==> src/rtl/nonrestoring_div_seq.sv <==
// Sequential unsigned non-restoring divider: N-bit dividend / M-bit divisor.
// One quotient bit per RUN cycle, a single FIX cycle for the final remainder
// correction, then the result is held in DONE until the consumer takes it.
module nonrestoring_div_seq #(
    parameter int unsigned N = 8,
    parameter int unsigned M = 4
) (
    input  logic         clk,
    input  logic         rst_n,
    input  logic         in_valid,
    output logic         in_ready,
    input  logic [N-1:0] dividend,
    input  logic [M-1:0] divisor,
    output logic         out_valid,
    input  logic         out_ready,
    output logic [N-1:0] quotient,
    output logic [M-1:0] remainder,
    output logic         div_by_zero,
    output logic         busy
);

    localparam int unsigned PW = M + 1;
    localparam int unsigned CW = (N > 1) ? $clog2(N) : 1;

    typedef enum logic [1:0] {
        S_IDLE = 2'd0,
        S_RUN  = 2'd1,
        S_FIX  = 2'd2,
        S_DONE = 2'd3
    } state_t;

    state_t          state_q;
    state_t          state_d;

    logic [N-1:0]    a_q;
    logic [PW-1:0]   p_q;
    logic [PW-1:0]   d_q;
    logic [CW-1:0]   cnt_q;

    logic            accept_c;
    logic            last_iter_c;
    logic [PW-1:0]   p_shift_c;
    logic [PW-1:0]   p_step_c;
    logic [N-1:0]    a_step_c;
    logic [PW-1:0]   p_fix_c;

    // One non-restoring step and the final correction, from current registers.
    always_comb begin
        p_shift_c   = {p_q[M-1:0], a_q[N-1]};
        p_step_c    = p_q[M] ? (p_shift_c + d_q) : (p_shift_c - d_q);
        a_step_c    = {a_q[N-2:0], ~p_step_c[M]};
        p_fix_c     = p_q[M] ? (p_q + d_q) : p_q;
        last_iter_c = (cnt_q == CW'(N - 1));
    end

    // State register.
    always_ff @(posedge clk) begin
        if (!rst_n) begin
            state_q <= S_IDLE;
        end else begin
            state_q <= state_d;
        end
    end

    // Next-state logic; operands are only looked at in IDLE, out_ready only in DONE.
    always_comb begin
        state_d  = state_q;
        accept_c = 1'b0;
        unique case (state_q)
            S_IDLE: begin
                if (in_valid) begin
                    accept_c = 1'b1;
                    state_d  = S_RUN;
                end
            end
            S_RUN: begin
                if (last_iter_c) begin
                    state_d = S_FIX;
                end
            end
            S_FIX: begin
                state_d = S_DONE;
            end
            S_DONE: begin
                if (out_ready) begin
                    state_d = S_IDLE;
                end
            end
            default: begin
                state_d = S_IDLE;
            end
        endcase
    end

    // Datapath registers and registered handshake/status outputs.
    always_ff @(posedge clk) begin
        if (!rst_n) begin
            a_q         <= '0;
            p_q         <= '0;
            d_q         <= '0;
            cnt_q       <= '0;
            quotient    <= '0;
            remainder   <= '0;
            div_by_zero <= 1'b0;
            out_valid   <= 1'b0;
            busy        <= 1'b0;
            in_ready    <= 1'b1;
        end else begin
            in_ready  <= (state_d == S_IDLE);
            out_valid <= (state_d == S_DONE);
            busy      <= (state_d != S_IDLE);
            unique case (state_q)
                S_IDLE: begin
                    if (accept_c) begin
                        a_q         <= dividend;
                        d_q         <= {1'b0, divisor};
                        p_q         <= '0;
                        cnt_q       <= '0;
                        div_by_zero <= (divisor == '0);
                    end
                end
                S_RUN: begin
                    a_q <= a_step_c;
                    p_q <= p_step_c;
                    if (!last_iter_c) begin
                        cnt_q <= cnt_q + CW'(1);
                    end
                end
                S_FIX: begin
                    p_q <= p_fix_c;
                    // A zero divisor leaves garbage in A/P, so the result is forced.
                    if (div_by_zero) begin
                        quotient  <= '1;
                        remainder <= '0;
                    end else begin
                        quotient  <= a_q;
                        remainder <= p_fix_c[M-1:0];
                    end
                end
                S_DONE: begin
                end
                default: begin
                end
            endcase
        end
    end

endmodule

==> config.mk <==
export PLATFORM = sky130hd
export DESIGN_NAME = nonrestoring_div_seq
export DESIGN_NICKNAME = d
export VERILOG_FILES = /design/src/rtl/nonrestoring_div_seq.sv
export SDC_FILE = /design/constraint.sdc
export NUM_CORES = 1
export LEC_CHECK = 0
export CORE_AREA = 5 5 72 90
export DETAILED_ROUTE_END_ITERATION = 7
export DIE_AREA = 0 0 77 95
export GPL_ROUTABILITY_DRIVEN = 1
export SLEW_MARGIN = 10
export SYNTH_ARGS = -nofsm -noshare
export SYNTH_HDL_FRONTEND = slang
export SYNTH_SLANG_ARGS = --single-unit
==> constraint.sdc <==
create_clock -name clk -period 2.33 [get_ports clk]
set_clock_uncertainty 0.2 [all_clocks]
set_input_delay 0.466 -clock clk [delete_from_list [all_inputs] [get_ports clk]]
set_output_delay 0.466 -clock clk [all_outputs]
set_load 0.01 [all_outputs]
## After elaboration in Yosys (flattened, before gate mapping)

Index checks and enable logic that the tools add are counted.
Widths: inputs -> output; s select.

- Bitwise operators: 1
- Reductions and logical operators: 10
- Equality and inequality tests: 7
- Mux-type cells: 17
- Add/subtract/negate cells: 4

Operators with widths:

| cell | count |
|---|---|
| $mux 8 | 2 |
| $pmux 8 s2 | 1 |
| $mux 5 | 3 |
| $pmux 5 s3 | 1 |
| $add 5x4->5 | 2 |
| $pmux 2 s4 | 1 |
| $eq 2x2->1 const B | 3 |
| $mux 2 | 3 |
| $mux 3 | 2 |
| $pmux 3 s2 | 1 |
| $reduce_and 2->1 | 3 |
| $sub 5x4->5 | 1 |
| $logic_not 2->1 | 2 |
| $logic_not 4->1 | 1 |
| $mux 4 | 1 |
| $ne 2x2->1 const B | 2 |
| $reduce_bool 2->1 | 2 |
| $add 3x1->3 const B | 1 |
| $eq 3x3->1 const B | 1 |
| $reduce_and 3->1 | 1 |
| $reduce_bool 3->1 | 1 |
| $eq 2x1->1 const B | 1 |
| $mux 1 | 2 |
| $not 1->1 | 1 |

- Bits of input ports: 16
- Output and inout bits: 16
- Bits in registers: 38
- Word-level logic and storage cells: 50

## Depth between registers and ports, before layout

- Depth after elaboration: 4
- Gate-level depth with buffers: 9
- Gate-level depth less buffers: 9

## Worst setup path after synthesis

No wires, ideal clock.

- Kind: flip-flop to flip-flop
- Start: register d_q[1]
- End: register a_q[0]
- Setup time: 0.116 ns
- Period minus slack after synthesis: 2.505 ns
- Path slack: -0.175 ns
- Arrival time: 2.189 ns
- Data required time: 2.014 ns
- Cell stages (with the launch flop): 9
- Path buffers: 0
- Cells stage by stage: dfxtp_1 inv_1 ha_1 mux2_2 fa_1 a21o_1 a21oi_1 xor3_1 a41o_1

- Cells in the longest elaborated chain, start to end: 4
- Elaborated cells on any way between the ends: 5
- Those cells by class: 2 x add/sub; 2 x mux; 1 x bitwise

Ends and longest elaborated chain:

| item | RTL line | source |
|---|---|---|
| start: declaration | 37 | `logic [PW-1:0] d_q;` |
| start signal: assignment | 116 | `d_q <= {1'b0, divisor};` |
| $sub 5x4->5 / $add 5x4->5 (equally long branches) | 50 | `p_step_c = p_q[M] ? (p_shift_c + d_q) : (p_shift_c - d_q);` |
| $mux 5 * | 50 |  |
| $not 1->1 * | 51 | `a_step_c = {a_q[N-2:0], ~p_step_c[M]};` |
| $pmux 8 s2 * | 112 | `unique case (state_q)` |
| end signal: assignment | 115 | `a_q <= dividend;` |
| end signal: assignment | 123 | `a_q <= a_step_c;` |
| end: declaration | 35 | `logic [N-1:0] a_q;` |

Mark *: on every way between the ends. The rest lies on a longest branch, timed or not.
A chain may end at the register's enable or synchronous reset.

## Worst setup path in the final report

- Start: register d_q[0]
- End: register a_q[0]

Same word-level chain as after synthesis.

==> results.tsv <==
stage	metric	value	unit
status	status	finished, final reports clean	
synthesis	ys.flop_type	dfxtp_1	
sta	final_max_slew_viol_count	0	
final_layout	final_cell_mix	dfxtp_1, nand2_1, clkdlybuf4s50_1	
worst_hold_path	hp-class	reg -> reg	
clock_tree	clkSlewWorstSetupHoldPaths	70	ps
route	firstDrtPassIters	4	
power_and_ir_drop	ir_drop	0.6133	mV
power_and_ir_drop	power_density	1056	mW/mm^2
synthesis	ys_seq_area_frac	0.3566	
setup_path	path_class	reg -> reg	
route	num_vias	1832	
sta	fmax	0.4388	GHz
sta	finalCritPeriodShare	0.9782	
clock_tree	cts-resized-gates	2	
route	via_per_inst	5.190	
job	cap_viol_max_count	0	
place	gp_congestion	0.8276	
final_layout	fin_area	0.002696	mm^2
clock_tree	clk_path_buf_depth	2	
place	place_hpwl	3.643	mm
sta	hold_violations	0	
synthesis	synthDistinctLibCells	41	
sta	worst_slew_pin_slew	418.1	ps
final_layout	syn2layout_area_growth	26.39	%
synthesis	synth.cell_area	0.002133	mm^2
clock_tree	cts_tree	done	
power_and_ir_drop	clockPowerShare	0.165	
floorplanning	die_area	0.007315	mm^2
place	io_buffers	31	
final_layout	finalNetCount	319	
route	drc	0	
clock_tree	htree_levels	2	
synthesis	synth_area_leader_cell	dfxtp_1	
global_routing	gr-total-overflow	0	
power_and_ir_drop	p_comb_frac	0.492	
synthesis	yosys_warnings	0	
power_and_ir_drop	pwr-share-seq	0.344	
floorplanning	die_width	77	um
clock_tree	numCtsBuffers	5	
place	detailedPlace.worstSlack	-8.697	ps
power_and_ir_drop	intPower	1.747	mW
sta	layout_setup_ws	50.88	ps
global_routing	grt_pass1_wl	8.266	mm
setup_path	critPathLaunchType	register	
synthesis	syn_nets	277	
global_routing	antenna_found_initial	0	
synthesis	yosys-top-cells-area	dfxtp_1, ha_1, nand2_1	
synthesis	ys_ff_latch	38	
synthesis	synth_cells	244	
power_and_ir_drop	p_leak	1.166	nW
power_and_ir_drop	switching_power	1.100	mW
synthesis	syn_area_per_cell	8.743	um^2
setup_path	critPathRequiredTime	2310	ps
sta	fin_crit	2279	ps
global_routing	gr-usage-all-layers	0.1389	
sta	rsz0062_at_grt	yes	
clock_tree	root_buffer	clkbuf_8	
floorplanning	row_count	31	
synthesis	synth_top_area_share	0.3566	
route	drtIter0Drc	60	
route	wl	4.837	mm
clock_tree	cts_hold_buf	0	
global_routing	grt_pass1_vias	1801	
route	drtAntennaViolNets	0	
clock_tree	insertion_delay	280	ps
clock_tree	cts_sinks	38	
final_layout	layout_commonest_cell	dfxtp_1	
floorplanning	chipHeight	95	um
sta	relSlewSlack	0.7212	
floorplanning	core_area	0.005624	mm^2
sta	finalSetupViolations	0	
place	placed_area	0.002592	mm^2
floorplanning	start_util	0.3793	
setup_path	critPathCaptureType	register	
clock_tree	post_cts_buffers	0	
synthesis	synth-edff-count	0	
final_layout	layout-drive-gt1-share	0.1254	
synthesis	async_flop_share	0	
floorplanning	pin_count	32	
route	routedWlPerCell	13.70	um
global_routing	grt_max_degree	27	
setup_path	cp.arrival	2260	ps
setup_path	path_max_fanout	2	
power_and_ir_drop	p_sw_frac	0.3862	
final_layout	diodes	0	
-- stage by stage --
stage               power, mW    util  setup TNS [ps]  cells  hold WS [ps]
floorplan               1.939       -               0    244         270.0
global route            3.095  0.4794          -71.29    353         317.5
global placement        2.386  0.4610               0    345         268.2
detailed placement      2.388  0.4610          -8.697    345         268.9
CTS                     2.875  0.4794               0    353         281.1
finish                  2.847  0.4794               0    353         276.1
-- area by class of cell --
cell class / instances / area (um^2)
Timing Repair Buffer: 48 / 450.4
Clock inverter: 1 / 5.005
Multi-Input combinational cell: 183 / 1271
Tap cell: 66 / 82.58
Fill cell: 538 / 2928
Clock buffer: 7 / 86.33
Sequential cell: 38 / 763.2
Inverter: 10 / 37.54
-- path summary, 6_finish.rpt --
kind,startpoint,endpoint,slack [ps],cells past startpoint
worst max register to register,d_q[0],a_q[0],50,8
worst min register to register,remainder[3],remainder[3],280,2
worst max-delay path,d_q[0],a_q[0],50,8
worst min-delay path,remainder[3],remainder[3],280,2
-- cell families (layout without fill, tap and decap cells) --
family,count (synthesis),in the layout,synth area share
and+or+nand+nor,79,79,0.1748
AOI/OAI and AO/OA,71,71,0.2235
DFF,38,38,0.3566
buffers and inverters,23,66,0.05807
adders and majority gates,17,17,0.1067
muxes,11,11,0.05279
xor gates and xnor gates,5,5,0.02757
-- critical path, cell delays in order (launching register included) --
cell and delay [ps]:
dfxtp_2 330, inv_2 40, ha_4 220, mux2_4 280
fa_2 340, a21o_1 190, a21oi_2 120, xor3_1 270
a41o_1 190
-- cells in the mapped netlist (all sizes together), types with 2 or more instances --
library cell	count
a21boi	9
a21o	4
a21oi	17
a22oi	2
and2	4
and3	4
buf	7
clkbuf	6
dfxtp	38
fa	2
ha	15
inv	10
mux2	2
mux2i	9
nand2	31
nand3	11
nor2	14
nor2b	8
nor3	4
o211a	7
o211ai	2
o21ai	20
o31ai	4
xor2	3
-- state kept, by name, indices dropped and copies added (netlist names) --
register     cells
out_valid        1
remainder        4
quotient         8
d_q              4
state_q          2
p_q              5
a_q              8
cnt_q            3
div_by_zero      1
busy             1
in_ready         1
-- per-layer routing --
layer	part of all wire	routed length, um	track usage	vias up
met1	0.44	2138	0.1588	843
met3	0.043	209	0.03340	10
met4	0.023	113	0.05158	0
met5	0	0	0	-
met2	0.49	2376	0.2500	37
li1	-	-	-	942
-- power groups by stage --
stage               combinational (mW)  sequential [mW]  clock [mW]
floorplan                        0.928             1.01           0
global placement                  1.39            0.994           0
detailed placement                1.40            0.991           0
CTS                               1.41            0.980       0.481
global route                      1.57             1.01       0.512
finish                            1.40            0.979       0.469
Power figures use the tool's default switching activity.
